--- src/rtl/draw_pkg.sv ---
// Shared constants and types for the pixel drawing path.
//   - Screen and grid geometry (160x120 screen, 4x4 cells, 40x30 grid).
//   - A few named 3-bit colours.
//   - State encoding for the rectangle plot engine FSM.
package draw_pkg;

  localparam int SCREEN_W  = 160;
  localparam int SCREEN_H  = 120;
  localparam int CELL_SIZE = 4;
  localparam int GRID_W    = SCREEN_W / CELL_SIZE;
  localparam int GRID_H    = SCREEN_H / CELL_SIZE;

  localparam logic [2:0] BLACK = 3'b000;
  localparam logic [2:0] WHITE = 3'b111;
  localparam logic [2:0] RED   = 3'b100;
  localparam logic [2:0] GREEN = 3'b010;

  typedef enum logic [1:0] {
    IDLE  = 2'd0,
    PAINT = 2'd1,
    DONE  = 2'd2
  } state_t;

endpackage

--- src/rtl/rect_scan_counter.sv ---
// Raster scanner over an inclusive rectangle [x0..x1] x [y0..y1].
// x is the inner loop, y the outer loop.
// Ports:
//   clk, reset_n      : clock, synchronous active-low reset (x=0, y=0)
//   load              : capture x0/y0/x1/y1; position becomes (x0,y0)
//   step              : advance one pixel (ignored while load is high)
//   x0, y0, x1, y1    : rectangle corners, sampled on load
//   x, y              : current pixel position (holds when not stepping)
//   last              : current position is the final pixel (x1,y1)
module rect_scan_counter (
  input  logic       clk,
  input  logic       reset_n,
  input  logic       load,
  input  logic       step,
  input  logic [7:0] x0,
  input  logic [6:0] y0,
  input  logic [7:0] x1,
  input  logic [6:0] y1,
  output logic [7:0] x,
  output logic [6:0] y,
  output logic       last
);

  logic [7:0] x_q, x_d;
  logic [6:0] y_q, y_d;
  logic [7:0] x0_q, x0_d;
  logic [7:0] x1_q, x1_d;
  logic [6:0] y1_q, y1_d;

  always_comb begin
    x_d  = x_q;
    y_d  = y_q;
    x0_d = x0_q;
    x1_d = x1_q;
    y1_d = y1_q;
    if (load) begin
      x_d  = x0;
      y_d  = y0;
      x0_d = x0;
      x1_d = x1;
      y1_d = y1;
    end else if (step) begin
      // End of a row: wrap x back to the left edge and move down one line.
      if (x_q == x1_q) begin
        x_d = x0_q;
        y_d = y_q + 7'd1;
      end else begin
        x_d = x_q + 8'd1;
      end
    end
  end

  always_ff @(posedge clk) begin
    if (!reset_n) begin
      x_q  <= '0;
      y_q  <= '0;
      x0_q <= '0;
      x1_q <= '0;
      y1_q <= '0;
    end else begin
      x_q  <= x_d;
      y_q  <= y_d;
      x0_q <= x0_d;
      x1_q <= x1_d;
      y1_q <= y1_d;
    end
  end

  assign x    = x_q;
  assign y    = y_q;
  assign last = (x_q == x1_q) && (y_q == y1_q);

endmodule

--- src/rtl/rect_plot_engine.sv ---
// Rectangle fill engine feeding the VGA adapter. Takes one command at a time
// (full-screen clear or one grid cell), emits one pixel write per clock, then
// pulses done for one cycle.
// Handshake: a command is taken on a rising edge where cmd_valid && cmd_ready;
// all cmd_* fields are captured on that edge and later input changes are
// ignored. cmd_ready is high only in IDLE.
// Ports:
//   clk, reset_n                  : clock, synchronous active-low reset
//   cmd_valid / cmd_ready         : command handshake
//   cmd_clear                     : 1 = whole screen, 0 = one cell
//   cmd_col, cmd_row              : cell coordinates (ignored for clear)
//   cmd_colour                    : fill colour
//   x, y, colour, plot            : pixel write to the VGA adapter
//   busy                          : high in PAINT or DONE
//   done                          : one-cycle completion pulse
module rect_plot_engine
  import draw_pkg::*;
(
  input  logic       clk,
  input  logic       reset_n,
  input  logic       cmd_valid,
  output logic       cmd_ready,
  input  logic       cmd_clear,
  input  logic [5:0] cmd_col,
  input  logic [4:0] cmd_row,
  input  logic [2:0] cmd_colour,
  output logic [7:0] x,
  output logic [6:0] y,
  output logic [2:0] colour,
  output logic       plot,
  output logic       busy,
  output logic       done
);

  state_t     state_q, state_d;
  logic [2:0] colour_q, colour_d;

  logic       accept;
  logic       cell_in_range;
  logic       scan_load;
  logic       scan_step;
  logic       scan_last;
  logic [7:0] rect_x0, rect_x1;
  logic [6:0] rect_y0, rect_y1;

  always_comb begin
    cell_in_range = (cmd_col < 6'(GRID_W)) && (cmd_row < 5'(GRID_H));
    accept        = cmd_valid && (state_q == IDLE);

    // Cell corners; only meaningful for in-range cells, so the product never
    // exceeds 159/119 when it is actually loaded.
    if (cmd_clear) begin
      rect_x0 = 8'd0;
      rect_y0 = 7'd0;
      rect_x1 = 8'(SCREEN_W - 1);
      rect_y1 = 7'(SCREEN_H - 1);
    end else begin
      rect_x0 = 8'(cmd_col) * 8'(CELL_SIZE);
      rect_y0 = 7'(cmd_row) * 7'(CELL_SIZE);
      rect_x1 = rect_x0 + 8'(CELL_SIZE - 1);
      rect_y1 = rect_y0 + 7'(CELL_SIZE - 1);
    end
  end

  // Next-state logic
  always_comb begin
    state_d   = state_q;
    colour_d  = colour_q;
    scan_load = 1'b0;
    scan_step = 1'b0;
    case (state_q)
      IDLE: begin
        if (accept) begin
          colour_d = cmd_colour;
          // An out-of-range cell has nothing to draw: complete immediately.
          if (cmd_clear || cell_in_range) begin
            scan_load = 1'b1;
            state_d   = PAINT;
          end else begin
            state_d   = DONE;
          end
        end
      end
      PAINT: begin
        if (scan_last) begin
          state_d = DONE;
        end else begin
          scan_step = 1'b1;
        end
      end
      DONE: begin
        state_d = IDLE;
      end
      default: begin
        state_d = IDLE;
      end
    endcase
  end

  always_ff @(posedge clk) begin
    if (!reset_n) begin
      state_q  <= IDLE;
      colour_q <= '0;
    end else begin
      state_q  <= state_d;
      colour_q <= colour_d;
    end
  end

  rect_scan_counter u_scan (
    .clk     (clk),
    .reset_n (reset_n),
    .load    (scan_load),
    .step    (scan_step),
    .x0      (rect_x0),
    .y0      (rect_y0),
    .x1      (rect_x1),
    .y1      (rect_y1),
    .x       (x),
    .y       (y),
    .last    (scan_last)
  );

  // All outputs decode directly from registered state, so they are glitch-free
  // and change only on clock edges.
  assign cmd_ready = (state_q == IDLE);
  assign plot      = (state_q == PAINT);
  assign done      = (state_q == DONE);
  assign busy      = (state_q == PAINT) || (state_q == DONE);
  assign colour    = colour_q;

endmodule

--- config.mk ---
export PLATFORM = sky130hd
export DESIGN_NAME = rect_plot_engine
export DESIGN_NICKNAME = d
export VERILOG_FILES = /design/src/rtl/draw_pkg.sv /design/src/rtl/rect_scan_counter.sv /design/src/rtl/rect_plot_engine.sv
export SDC_FILE = /design/constraint.sdc
export NUM_CORES = 1
export LEC_CHECK = 0
export ABC_AREA = 1
export CORE_ASPECT_RATIO = 2
export CORE_UTILIZATION = 49
export DETAILED_ROUTE_END_ITERATION = 8
export DONT_BUFFER_PORTS = 1
export PLACE_DENSITY = 0.62
export SETUP_SLACK_MARGIN = 0.5
export SLEW_MARGIN = 20
export SYNTH_ARGS = -nofsm -noshare
export SYNTH_HDL_FRONTEND = slang
export SYNTH_SLANG_ARGS = --single-unit
export TNS_END_PERCENT = 1
--- constraint.sdc ---
create_clock -name clk -period 1.8 [get_ports clk]
set_input_delay 0.18 -clock clk [delete_from_list [all_inputs] [get_ports clk]]
set_output_delay 0.18 -clock clk [all_outputs]
set_load 0.05 [all_outputs]
==> results_dict.tcl, run 1 <==
set metrics [dict create \
    power.share.combinational_pct 50.9 \
    worst_r2r_endpoint "u_scan.x[1]" \
    ios 40 \
    multi_input_comb_area_um2 1370 \
    synthCells 311 \
    drc 0 \
    yosys.cell_types.count 36 \
    use_met1_pct 29.50 \
    fp.dieArea_um2 4622 \
    place.gp.congestion 0.8317 \
    slew_headroom_pct 65.46 \
    worst_path_cell_chain "inv_1 > nand2_1 > nand2_1 > and2_1 > nand2_2 > nand2_4 > buf_4 > nor2_2 > nand2_1 > a21oi_2" \
    whs_ns -0.006149 \
    p_int_w 0.001920 \
    grt_start_max_net_pins 24 \
    synth.ff_latch_count 36 \
    setup-violations-final 0 \
    report.final.slew_viol_count 0 \
    class_of_the_most_critical_hold_timing_path "in2reg" \
    core_area_um2 4129 \
    timing.final.ws_setup_ns 0.2426 \
    switching_share_pct 43.97 \
    postSynthNetCount 334 \
    hold_path_depth 2 \
    unrepaired_setup_endpoints_after_global_routing "true" \
    wl_per_cell_um 16.45 \
    grt-ovfl-total 0 \
    routed_via_density 5.349 \
    finalNetCount 380 \
    globalRoute.busiestLayer "met2" \
    critical_path.max_stage_delay_ns 0.36 \
    total_switching_power_w 0.001507 \
    crit_type "reg2reg" \
    global_route.usage.met3_pct 5.263 \
    layout_worst_path_cycle_share_pct 86.52 \
    synth-warning-count 0 \
    route.antenna.remaining_nets 0 \
    antenna_violations_before_repair 0 \
    grt_usage_pct 31.35 \
    r2r.worst_path.cells 10 \
    type_of_element_launching_the_critical_path "register" \
    cp_top_family "simple AND/OR/NAND/NOR gates" \
    path_clk_slew_ns 0.08 \
    first_global_vias 2318 \
    clock-root-buffer "sky130_fd_sc_hd__clkbuf_8" \
    cp-end-kind "register" \
    crit_required_ns 2.03 \
    finalHoldViolations 3 \
    io_buffer_count 0 \
    regArea_um2 768.2 \
    use_met2_pct 63.26 \
    total_leakage_power_nw 1.318 \
    critical_path_peak_fanout 7 \
    detailedRoute.firstIterationViolations 53 \
    via_count_of_the_routed_design 2193 \
    fin_setup_tns_ns 0 \
    critical_path.reg2reg.startpoint "u_scan.y1_q[1]" \
    drt_wl_total_um 6743 \
    achievable-frequency_ghz 0.6421 \
    timing.reg2reg.setup_slack_ns 0.24 \
    worstPathBufferInverterCount 2 \
    cts_num_sinks 36 \
    tightestPinTransition_ns 0.5173 \
    fp.dieW_um 48.58 \
    cts_tree "done" \
    drv_cap 0 \
    holdCritStartpoint "reset_n" \
    failed_checks "negative hold slack" \
    worst_clock_skew_ns 0.007009 \
    synth.avg_cell_area_um2 6.835 \
    critPathSlowestCell "sky130_fd_sc_hd__dfxtp_2" \
    crit_arrival_ns 1.78 \
    post-layout-total-power_w 0.003427 \
    post_route_cells_drive_above_1_share_pct 35.75 \
    area_growth_syn_to_layout_pct 35.90 \
    clock_insertion_delay_worst_skew_ns 0.30 \
    synth-seq-area-share_pct 33.90 \
    wire_length_of_the_first_global_routing_pass_um 10780 \
    diodes 0 \
    timing.critical_path.mode_cell "sky130_fd_sc_hd__nand2_1" \
    p_seq_share_pct 31.1 \
    run_status "finished, violations left" \
    period_minus_slack_ns 1.557 \
    row_count 33 \
    dp_worst_setup_slack_ns 0.05436 \
    cts_buffer_depth 2 \
    nFillCells 350 \
    ctsHtreeMaxLevel 2 \
    ir_worst_vdd_mv 0.7733 \
    detailed_place_hpwl_um 4127 \
    clkPwrFrac_pct 17.9 \
    whs_endpoint "u_scan.y[1]" \
    cts_buffers 5 \
    synthesis.area_um2 2126 \
    drt_first_pass_iters 6 \
    die_height_um 95.15 \
    powerDensity_nw_per_um2 1186 \
    initial_core_utilization_pct 51.48 \
]
==> cells by family (layout without fill, tap and decap cells) <==
group / count (synthesis) / in the layout / share of synthesized area, %
XOR/XNOR: 11 / 11 / 4.532
AND/OR/NAND/NOR: 168 / 171 / 36.32
buffers and inverters: 44 / 88 / 10.30
flip-flops: 36 / 36 / 33.90
AO/OA/AOI/OAI: 47 / 47 / 12.01
adder cells (fa/ha/maj): 5 / 5 / 2.943
==> how the worst max path moves through the flow <==
stage | cells past startpoint | from | slack [ns] | endpoint
global placement | 11 | u_scan.y1_q[1] | 0.05 | u_scan.y[4]
detailed placement | 13 | u_scan.x1_q[5] | 0.05 | u_scan.y[4]
floorplan | 13 | state_q[1] | 0.24 | u_scan.x[7]
global route | 13 | u_scan.x1_q[4] | 0.13 | u_scan.y[3]
finish | 10 | u_scan.y1_q[1] | 0.24 | u_scan.x[1]
CTS | 12 | u_scan.x[2] | 0.28 | u_scan.x[1]
==> through the flow <==
stage               area (um^2)  instances  util, %  hold WS [ns]
floorplan                  2195        311        -        0.3184
finish                     2889        410    69.97     -0.006149
CTS                        2855        409    69.15     -0.005476
global placement           2331        373    56.45        0.2936
global route               2889        410    69.97    -0.0006197
detailed placement         2331        373    56.45        0.2993
==> repair_timing <==
action                                  in CTS  in global routing
endpoints found under the setup margin      34                 35
gates cloned                                 5                  0
resized for setup                           43                  8
pin swaps                                   14                  4
setup buffers                               23                  1
hold endpoints to repair                     3                  1
==> layer usage <==
layer / wire length, um / up-vias
met3: 258 / 17
met2: 3786 / 64
met1: 2447 / 1022
met5: 0 / -
li1: - / 1090
met4: 250 / 0
==> synthesized netlist by cell type (all sizes together) <==
| cell type | instances | area [um^2] |
|---|---|---|
| or2 | 1 | 6.260 |
| nand2 | 90 | 380.4 |
| xnor2 | 5 | 43.79 |
| ha | 5 | 62.56 |
| a211oi | 4 | 30.03 |
| buf | 6 | 56.30 |
| o211ai | 1 | 7.510 |
| inv | 33 | 126.4 |
| a22oi | 1 | 7.510 |
| a21oi | 23 | 118.9 |
| nand4 | 2 | 12.51 |
| o21ai | 17 | 85.08 |
| dfxtp | 36 | 720.7 |
| o22ai | 1 | 6.260 |
| and2 | 2 | 12.51 |
| xor2 | 6 | 52.55 |
| nand3 | 26 | 167.7 |
| nor3 | 1 | 5.000 |
| clkbuf | 4 | 20.02 |
| clkinv | 1 | 16.27 |
| nor2 | 46 | 187.7 |
==> power by group through the flow <==
stage | combinational (W) | clock (W) | sequential, W
after CTS | 0.00169 | 0.000608 | 0.00106
final | 0.00175 | 0.000614 | 0.00107
after global placement | 0.00128 | 0 | 0.00109
after detailed placement | 0.00128 | 0 | 0.00109
after floorplan | 0.000834 | 0 | 0.00129
after global routing | 0.00188 | 0.000655 | 0.00108
==> area by class of cell <==
type / instances / share of cell area [%]
clock buffers: 8 / 3.118
inverters: 34 / 5.457
multi-input cells: 234 / 47.42
flip-flops and latches: 36 / 26.59
well taps: 52 / 2.252
repair buffers: 46 / 15.16
==> placed cells by master, fill, tap and decap left out, types with 4 or more instances in the layout <==
cell type and instances:
sky130_fd_sc_hd__nand2_1 75, sky130_fd_sc_hd__buf_4 36, sky130_fd_sc_hd__nor2_1 34, sky130_fd_sc_hd__inv_1 23, sky130_fd_sc_hd__a21oi_1 22, sky130_fd_sc_hd__dfxtp_1 16
sky130_fd_sc_hd__nand3_1 15, sky130_fd_sc_hd__dfxtp_2 11, sky130_fd_sc_hd__nand3_2 10, sky130_fd_sc_hd__o21ai_1 10, sky130_fd_sc_hd__dfxtp_4 9, sky130_fd_sc_hd__nand2_4 7
sky130_fd_sc_hd__o21ai_0 7, sky130_fd_sc_hd__nor2_2 7, sky130_fd_sc_hd__nand2_2 7, sky130_fd_sc_hd__inv_2 6, sky130_fd_sc_hd__xor2_1 6, sky130_fd_sc_hd__clkbuf_8 6
sky130_fd_sc_hd__buf_6 6, sky130_fd_sc_hd__nor2_4 5, sky130_fd_sc_hd__xnor2_1 5, sky130_fd_sc_hd__nand2_8 4, sky130_fd_sc_hd__a211oi_1 4
==> registers in the layout, summed over array words and instances (netlist names) <==
name / flops
u_scan.y: 7
u_scan.x0_q: 4
colour: 3
u_scan.y1_q: 6
u_scan.x: 8
u_scan.x1_q: 6
state_q: 2
Note: power is estimated with default switching activity, not from simulation.
==> run 2, diff against run 1 <==
--- a/config.mk
+++ b/config.mk
@@ -8,9 +8,11 @@
 export ABC_AREA = 1
 export CORE_ASPECT_RATIO = 2
 export CORE_UTILIZATION = 49
+export CTS_CLUSTER_SIZE = 14
 export DETAILED_ROUTE_END_ITERATION = 8
 export DONT_BUFFER_PORTS = 1
-export PLACE_DENSITY = 0.62
+export GPL_TIMING_DRIVEN = 0
+export PLACE_DENSITY_LB_ADDON = 0.25
 export SETUP_SLACK_MARGIN = 0.5
 export SLEW_MARGIN = 20
 export SYNTH_ARGS = -nofsm -noshare
==> results_dict.tcl, run 2 (synthesis gave the netlist of run 1 again) <==
set metrics [dict create \
    run_status "finished clean" \
    placement.cell_area_um2 2260 \
    crit_type "reg2reg" \
    die_height_um 95.15 \
    drt_wl_total_um 6096 \
    critical_path_peak_fanout 10 \
    io_buffer_count 0 \
    layout.cells.most_common "sky130_fd_sc_hd__nand2_1" \
    route.antenna.remaining_nets 0 \
    drv_cap 0 \
    critical_path.reg2reg.startpoint "state_q[1]" \
    worst_clock_skew_ns 0.006931 \
    path_clk_slew_ns 0.07 \
    timing.reg2reg.setup_slack_ns 0.06 \
    report.final.slew_viol_count 0 \
    wl_per_cell_um 15.75 \
    place.gp.congestion 0.8957 \
    worst_r2r_endpoint "u_scan.y[1]" \
    r2r.worst_path.cells 11 \
    clkPwrFrac_pct 19.9 \
    cts_hold_repair.buffers 0 \
    core_area_um2 4129 \
    worst_setup_path_endpoint "u_scan.y[1]" \
    routed_via_density 5.450 \
    initial_core_utilization_pct 51.48 \
    powerDensity_nw_per_um2 1216 \
    total_leakage_power_nw 1.147 \
    fp.dieW_um 48.58 \
    crit_required_ns 1.98 \
    first_global_vias 2152 \
    area_growth_syn_to_layout_pct 23.13 \
    total_switching_power_w 0.001393 \
    switching_share_pct 43.77 \
    whs_ns 0.03275 \
    via_count_of_the_routed_design 2109 \
    power.share.combinational_pct 38.3 \
    diodes 0 \
    antenna_violations_before_repair 0 \
    unrepaired_setup_endpoints_after_global_routing "true" \
    p_seq_share_pct 41.7 \
    drt_first_pass_iters 4 \
    grt_start_max_net_pins 12 \
    class_of_the_most_critical_hold_timing_path "in2reg" \
    finalHoldViolations 0 \
    cts_buffers 5 \
    detailed_place_hpwl_um 4254 \
    utilization_pct 63.39 \
    drc 0 \
    setup-violations-final 0 \
    largest_register_ffs 8 \
    detailedRoute.firstIterationViolations 65 \
    cp-end-kind "register" \
    slew_headroom_pct 58.90 \
    clock_insertion_delay_worst_skew_ns 0.28 \
    wire_length_of_the_first_global_routing_pass_um 9763 \
    layout_worst_path_cycle_share_pct 96.47 \
    achievable-frequency_ghz 0.5759 \
    critPathLaunch "state_q[1]" \
    type_of_element_launching_the_critical_path "register" \
    ctsHtreeMaxLevel 2 \
    p_int_w 0.001789 \
    tightestPinTransition_ns 0.6166 \
    cts_tree "done" \
    crit_arrival_ns 1.92 \
    grt-ovfl-total 0 \
    cts_buffer_depth 2 \
    post_route_cells_drive_above_1_share_pct 28.96 \
    fp.dieArea_um2 4622 \
    stdcell_area_um2 2618 \
    grt_usage_pct 28.10 \
    clock-root-buffer "sky130_fd_sc_hd__clkbuf_8" \
    finalNetCount 357 \
    most-common-layout-cells "75 x sky130_fd_sc_hd__nand2_1, 39 x sky130_fd_sc_hd__nor2_1, 23 x sky130_fd_sc_hd__inv_1" \
    period_minus_slack_ns 1.736 \
    cts_num_sinks 36 \
    row_count 33 \
    hold_path_depth 2 \
    ir_worst_vdd_mv 0.7466 \
    ios 40 \
]
## run 2: cell count changes in the layout (fill, tap and decap cells not counted), sizes merged
cell | before | now
nand2 | 93 | 90
clkbuf | 8 | 10
buf | 45 | 24
bufbuf | 1 | 0
## run 2: final cells by class
cell class,count,area (um^2)
fill,395,1511
multi-input combinational,231,1289
sequential,36,774.5
inverter,34,152.6
timing repair buffer,16,127.6
buffer,10,108.9
clock buffer,8,100.1
tap,52,65.06
## run 2: repair_timing
| action | CTS | global route |
|---|---|---|
| gates resized for setup | 21 | 18 |
| pin swaps | 8 | 6 |
| buffers inserted | 12 | 4 |
| setup endpoints to repair | 35 | 35 |
| endpoints found under the hold margin | 0 | 0 |
## run 2: metal layers
| metal | wire, um | track usage [%] | vias up |
|---|---|---|---|
| li1 | - | - | 1035 |
| met1 | 2046 | 23.51 | 970 |
| met2 | 3448 | 56.22 | 83 |
| met3 | 338 | 6.220 | 21 |
| met4 | 263 | 20.34 | 0 |
| met5 | 0 | 0 | - |
## run 2: worst min path at each step
stage / from / endpoint / slack [ns]
global placement: reset_n / u_scan.y1_q[4] / 0.33
floorplan: reset_n / u_scan.y1_q[2] / 0.32
CTS: reset_n / u_scan.y1_q[4] / 0.03
detailed placement: reset_n / u_scan.y1_q[4] / 0.33
finish: reset_n / u_scan.y1_q[4] / 0.03
global route: reset_n / u_scan.y1_q[2] / 0.05
## run 2: power by group through the flow
stage | Clock (W) | Sequential (W) | Combinational, W
after floorplan | 0 | 0.00129 | 0.000834
after global placement | 0 | 0.00133 | 0.000984
after detailed placement | 0 | 0.00133 | 0.000997
after CTS | 0.000645 | 0.00132 | 0.00112
after global routing | 0.000665 | 0.00135 | 0.00134
final | 0.000635 | 0.00133 | 0.00122
## run 2: worst max-delay path: stages (launching register included)
cell                      delay (ns)
sky130_fd_sc_hd__dfxtp_2        0.33
sky130_fd_sc_hd__inv_2          0.07
sky130_fd_sc_hd__ha_4           0.26
sky130_fd_sc_hd__nand2_4        0.08
sky130_fd_sc_hd__inv_4          0.06
sky130_fd_sc_hd__nand3_4        0.14
sky130_fd_sc_hd__buf_4          0.20
sky130_fd_sc_hd__buf_2          0.18
sky130_fd_sc_hd__nand2_1        0.12
sky130_fd_sc_hd__nand3_2        0.08
sky130_fd_sc_hd__nand2_1        0.06
sky130_fd_sc_hd__nor2_1         0.04
## run 2: stage by stage
stage | total power (W) | setup WS (ns) | cells | TNS [ns]
floorplan | 0.002125 | 0.2398 | 311 | 0
global placement | 0.002314 | -0.06455 | 363 | -0.2633
detailed placement | 0.002329 | -0.08314 | 363 | -0.4037
CTS | 0.003081 | 0.1060 | 383 | 0
global route | 0.003346 | -0.008369 | 387 | -0.008369
finish | 0.003182 | 0.06357 | 387 | 0
==> run 3, diff against run 2 <==
--- a/config.mk
+++ b/config.mk
@@ -5,7 +5,6 @@
 export SDC_FILE = /design/constraint.sdc
 export NUM_CORES = 1
 export LEC_CHECK = 0
-export ABC_AREA = 1
 export CORE_ASPECT_RATIO = 2
 export CORE_UTILIZATION = 49
 export CTS_CLUSTER_SIZE = 14
==> results_dict.tcl, run 3 <==
set metrics [dict create \
    fp.dieArea_um2 4197 \
    timing.reg2reg.setup_slack_ns -0.40 \
    grt-ovfl-total 0 \
    wire_length_of_the_first_global_routing_pass_um 8245 \
    cp-end-kind "register" \
    synthesis.area_um2 1924 \
    yosysTopAreaCell "sky130_fd_sc_hd__dfxtp_1" \
    synth.ff_latch_count 36 \
    cts_tree "done" \
    routed_via_density 6.066 \
    post-layout-total-power_w 0.002651 \
    slew_headroom_pct 55.79 \
    ir_worst_vdd_mv 0.6714 \
    diodes 0 \
    postSynthNetCount 250 \
    first_global_vias 1810 \
    crit_required_ns 1.99 \
    grt_usage_pct 26.74 \
    cts_num_sinks 36 \
    synth.area.top_cells "sky130_fd_sc_hd__dfxtp_1 37%, sky130_fd_sc_hd__xor2_1 8.6%, sky130_fd_sc_hd__nand2_1 5.7%" \
    powerDensity_nw_per_um2 1133 \
    unrepaired_setup_endpoints_after_global_routing "true" \
    crit_arrival_ns 2.39 \
    placement.cell_area_um2 2004 \
    most-common-layout-cells "23 x sky130_fd_sc_hd__nand2_1, 22 x sky130_fd_sc_hd__dfxtp_1, 19 x sky130_fd_sc_hd__xor2_1" \
    finalNetCount 261 \
    failed_checks "negative setup slack" \
    clock-root-buffer "sky130_fd_sc_hd__clkbuf_8" \
    ctsHtreeMaxLevel 2 \
    dp_worst_setup_slack_ns -0.7091 \
    layout_worst_path_cycle_share_pct 122.3 \
    fp.dieW_um 46.31 \
    synth.avg_cell_area_um2 8.477 \
    place.gp.congestion 0.8168 \
    drc 0 \
    cts_buffers 5 \
    run_status "finished, violations left" \
    drt_first_pass_iters 4 \
    stdcell_area_um2 2341 \
    synth-edff-count 0 \
    crit_type "reg2reg" \
    largest_register_ffs 8 \
    postSynth.topFlopCell "sky130_fd_sc_hd__dfxtp_1" \
    yosysMostFrequentCell "sky130_fd_sc_hd__dfxtp_1" \
    layout.cells.most_common "sky130_fd_sc_hd__nand2_1" \
    worst_clock_skew_ns 0.004537 \
    antenna_violations_before_repair 0 \
    synth-seq-area-share_pct 37.45 \
    critical_path_peak_fanout 8 \
    total_leakage_power_nw 0.9048 \
    area_growth_syn_to_layout_pct 21.65 \
    path_clk_slew_ns 0.08 \
    period_minus_slack_ns 2.202 \
    row_count 31 \
    detailed_place_hpwl_um 3721 \
    core_area_um2 3685 \
    clock_insertion_delay_worst_skew_ns 0.29 \
    timing.final.ws_setup_ns -0.4020 \
    report.final.slew_viol_count 0 \
    finalHoldViolations 0 \
    io_buffer_count 0 \
    synth-warning-count 0 \
    grt_start_max_net_pins 12 \
    drt_wl_total_um 5213 \
    die_height_um 90.63 \
    cts_buffer_depth 2 \
    postSynth.asyncResetShare_pct 0 \
    achievable-frequency_ghz 0.4541 \
    wl_per_cell_um 18.10 \
    ios 40 \
    type_of_element_launching_the_critical_path "register" \
    synthCells 227 \
    synth_largest_type_area_fraction_pct 37.45 \
    drv_cap 0 \
    setup-violations-final 17 \
    tightestPinTransition_ns 0.6623 \
    synth_top_cells_by_count "36 x sky130_fd_sc_hd__dfxtp_1, 29 x sky130_fd_sc_hd__nand2_1, 19 x sky130_fd_sc_hd__nand3_1, 19 x sky130_fd_sc_hd__xor2_1, 13 x sky130_fd_sc_hd__clkbuf_1" \
    via_count_of_the_routed_design 1747 \
    route.antenna.remaining_nets 0 \
    class_of_the_most_critical_hold_timing_path "in2reg" \
    initial_core_utilization_pct 52.22 \
    fin_setup_tns_ns -5.214 \
    detailedRoute.firstIterationViolations 56 \
    post_route_cells_drive_above_1_share_pct 28.87 \
    nFillCells 312 \
    yosys.cell_types.count 41 \
]
==> run 3: where the power goes <==
group | internal, W | leakage (nW) | total [W] | switching (W)
registers | 0.000897 | 0.303 | 0.00117 | 0.000276
logic | 0.000374 | 0.551 | 0.000874 | 0.000499
clock network | 0.000306 | 0.0510 | 0.000604 | 0.000299
total | 0.00158 | 0.905 | 0.00265 | 0.00107
==> run 3: cell type report <==
| type | count | area, um^2 | share of cell area (%) |
|---|---|---|---|
| plain buffers | 14 | 127.6 | 5.452 |
| clock buffers | 6 | 82.58 | 3.528 |
| clock inverters | 2 | 10.01 | 0.4276 |
| inverters | 3 | 11.26 | 0.4810 |
| multi-input cells | 174 | 1261 | 53.87 |
| flip-flops and latches | 36 | 753.2 | 32.18 |
| well taps | 49 | 61.31 | 2.619 |
| repair buffers | 4 | 33.78 | 1.443 |
==> run 3: cells by family (layout without fill, tap and decap cells) <==
family / after synthesis / after routing / synth area share, %
XOR/XNOR: 22 / 22 / 10.01
adder cells (fa/ha/maj): 5 / 5 / 3.251
AND/OR/NAND/NOR: 101 / 101 / 27.44
flip-flops: 36 / 36 / 37.45
multiplexers: 1 / 1 / 0.5202
buffers and inverters: 17 / 29 / 3.706
AO/OA/AOI/OAI: 45 / 45 / 17.62
==> run 3: layer usage <==
layer	global-route usage (%)	up-vias	share of wire, %
met5	0	-	0
met4	15.69	0	3.8
met3	5.000	15	4.4
met2	47.45	47	55
met1	25.78	849	37
li1	-	836	-
==> run 3: metrics by stage <==
step,std cells,hold slack (ns),util (%)
finish,288,0.02092,63.53
detailed placement,276,0.3224,54.40
CTS,288,0.01992,62.04
floorplan,227,0.3103,-
global route,288,0.02124,63.53
global placement,276,0.3136,54.40
==> run 3: critical path, cell delays in order, from the launching register on <==
cell                        delay [ns]
sky130_fd_sc_hd__dfxtp_4          0.42
sky130_fd_sc_hd__or3_4            0.39
sky130_fd_sc_hd__a2111oi_4        0.38
sky130_fd_sc_hd__nand3_4          0.13
sky130_fd_sc_hd__o21a_4           0.23
sky130_fd_sc_hd__or2_0            0.21
sky130_fd_sc_hd__buf_6            0.14
sky130_fd_sc_hd__a22o_1           0.19
==> run 3: final timing paths <==
path,depth (start not counted),startpoint,endpoint
worst max register to register,7,u_scan.y[1],u_scan.x[2]
worst min register to register,2,u_scan.y1_q[3],u_scan.y1_q[3]
worst min-delay path,2,cmd_col[2],u_scan.x0_q[4]
worst max-delay path,7,u_scan.y[1],u_scan.x[2]
==> run 3: what timing repair did <==
action,in CTS,in global routing
hold buffers,0,0
buffers inserted,4,0
setup endpoints to repair,39,37
pin swaps,23,15
resized for setup,56,18
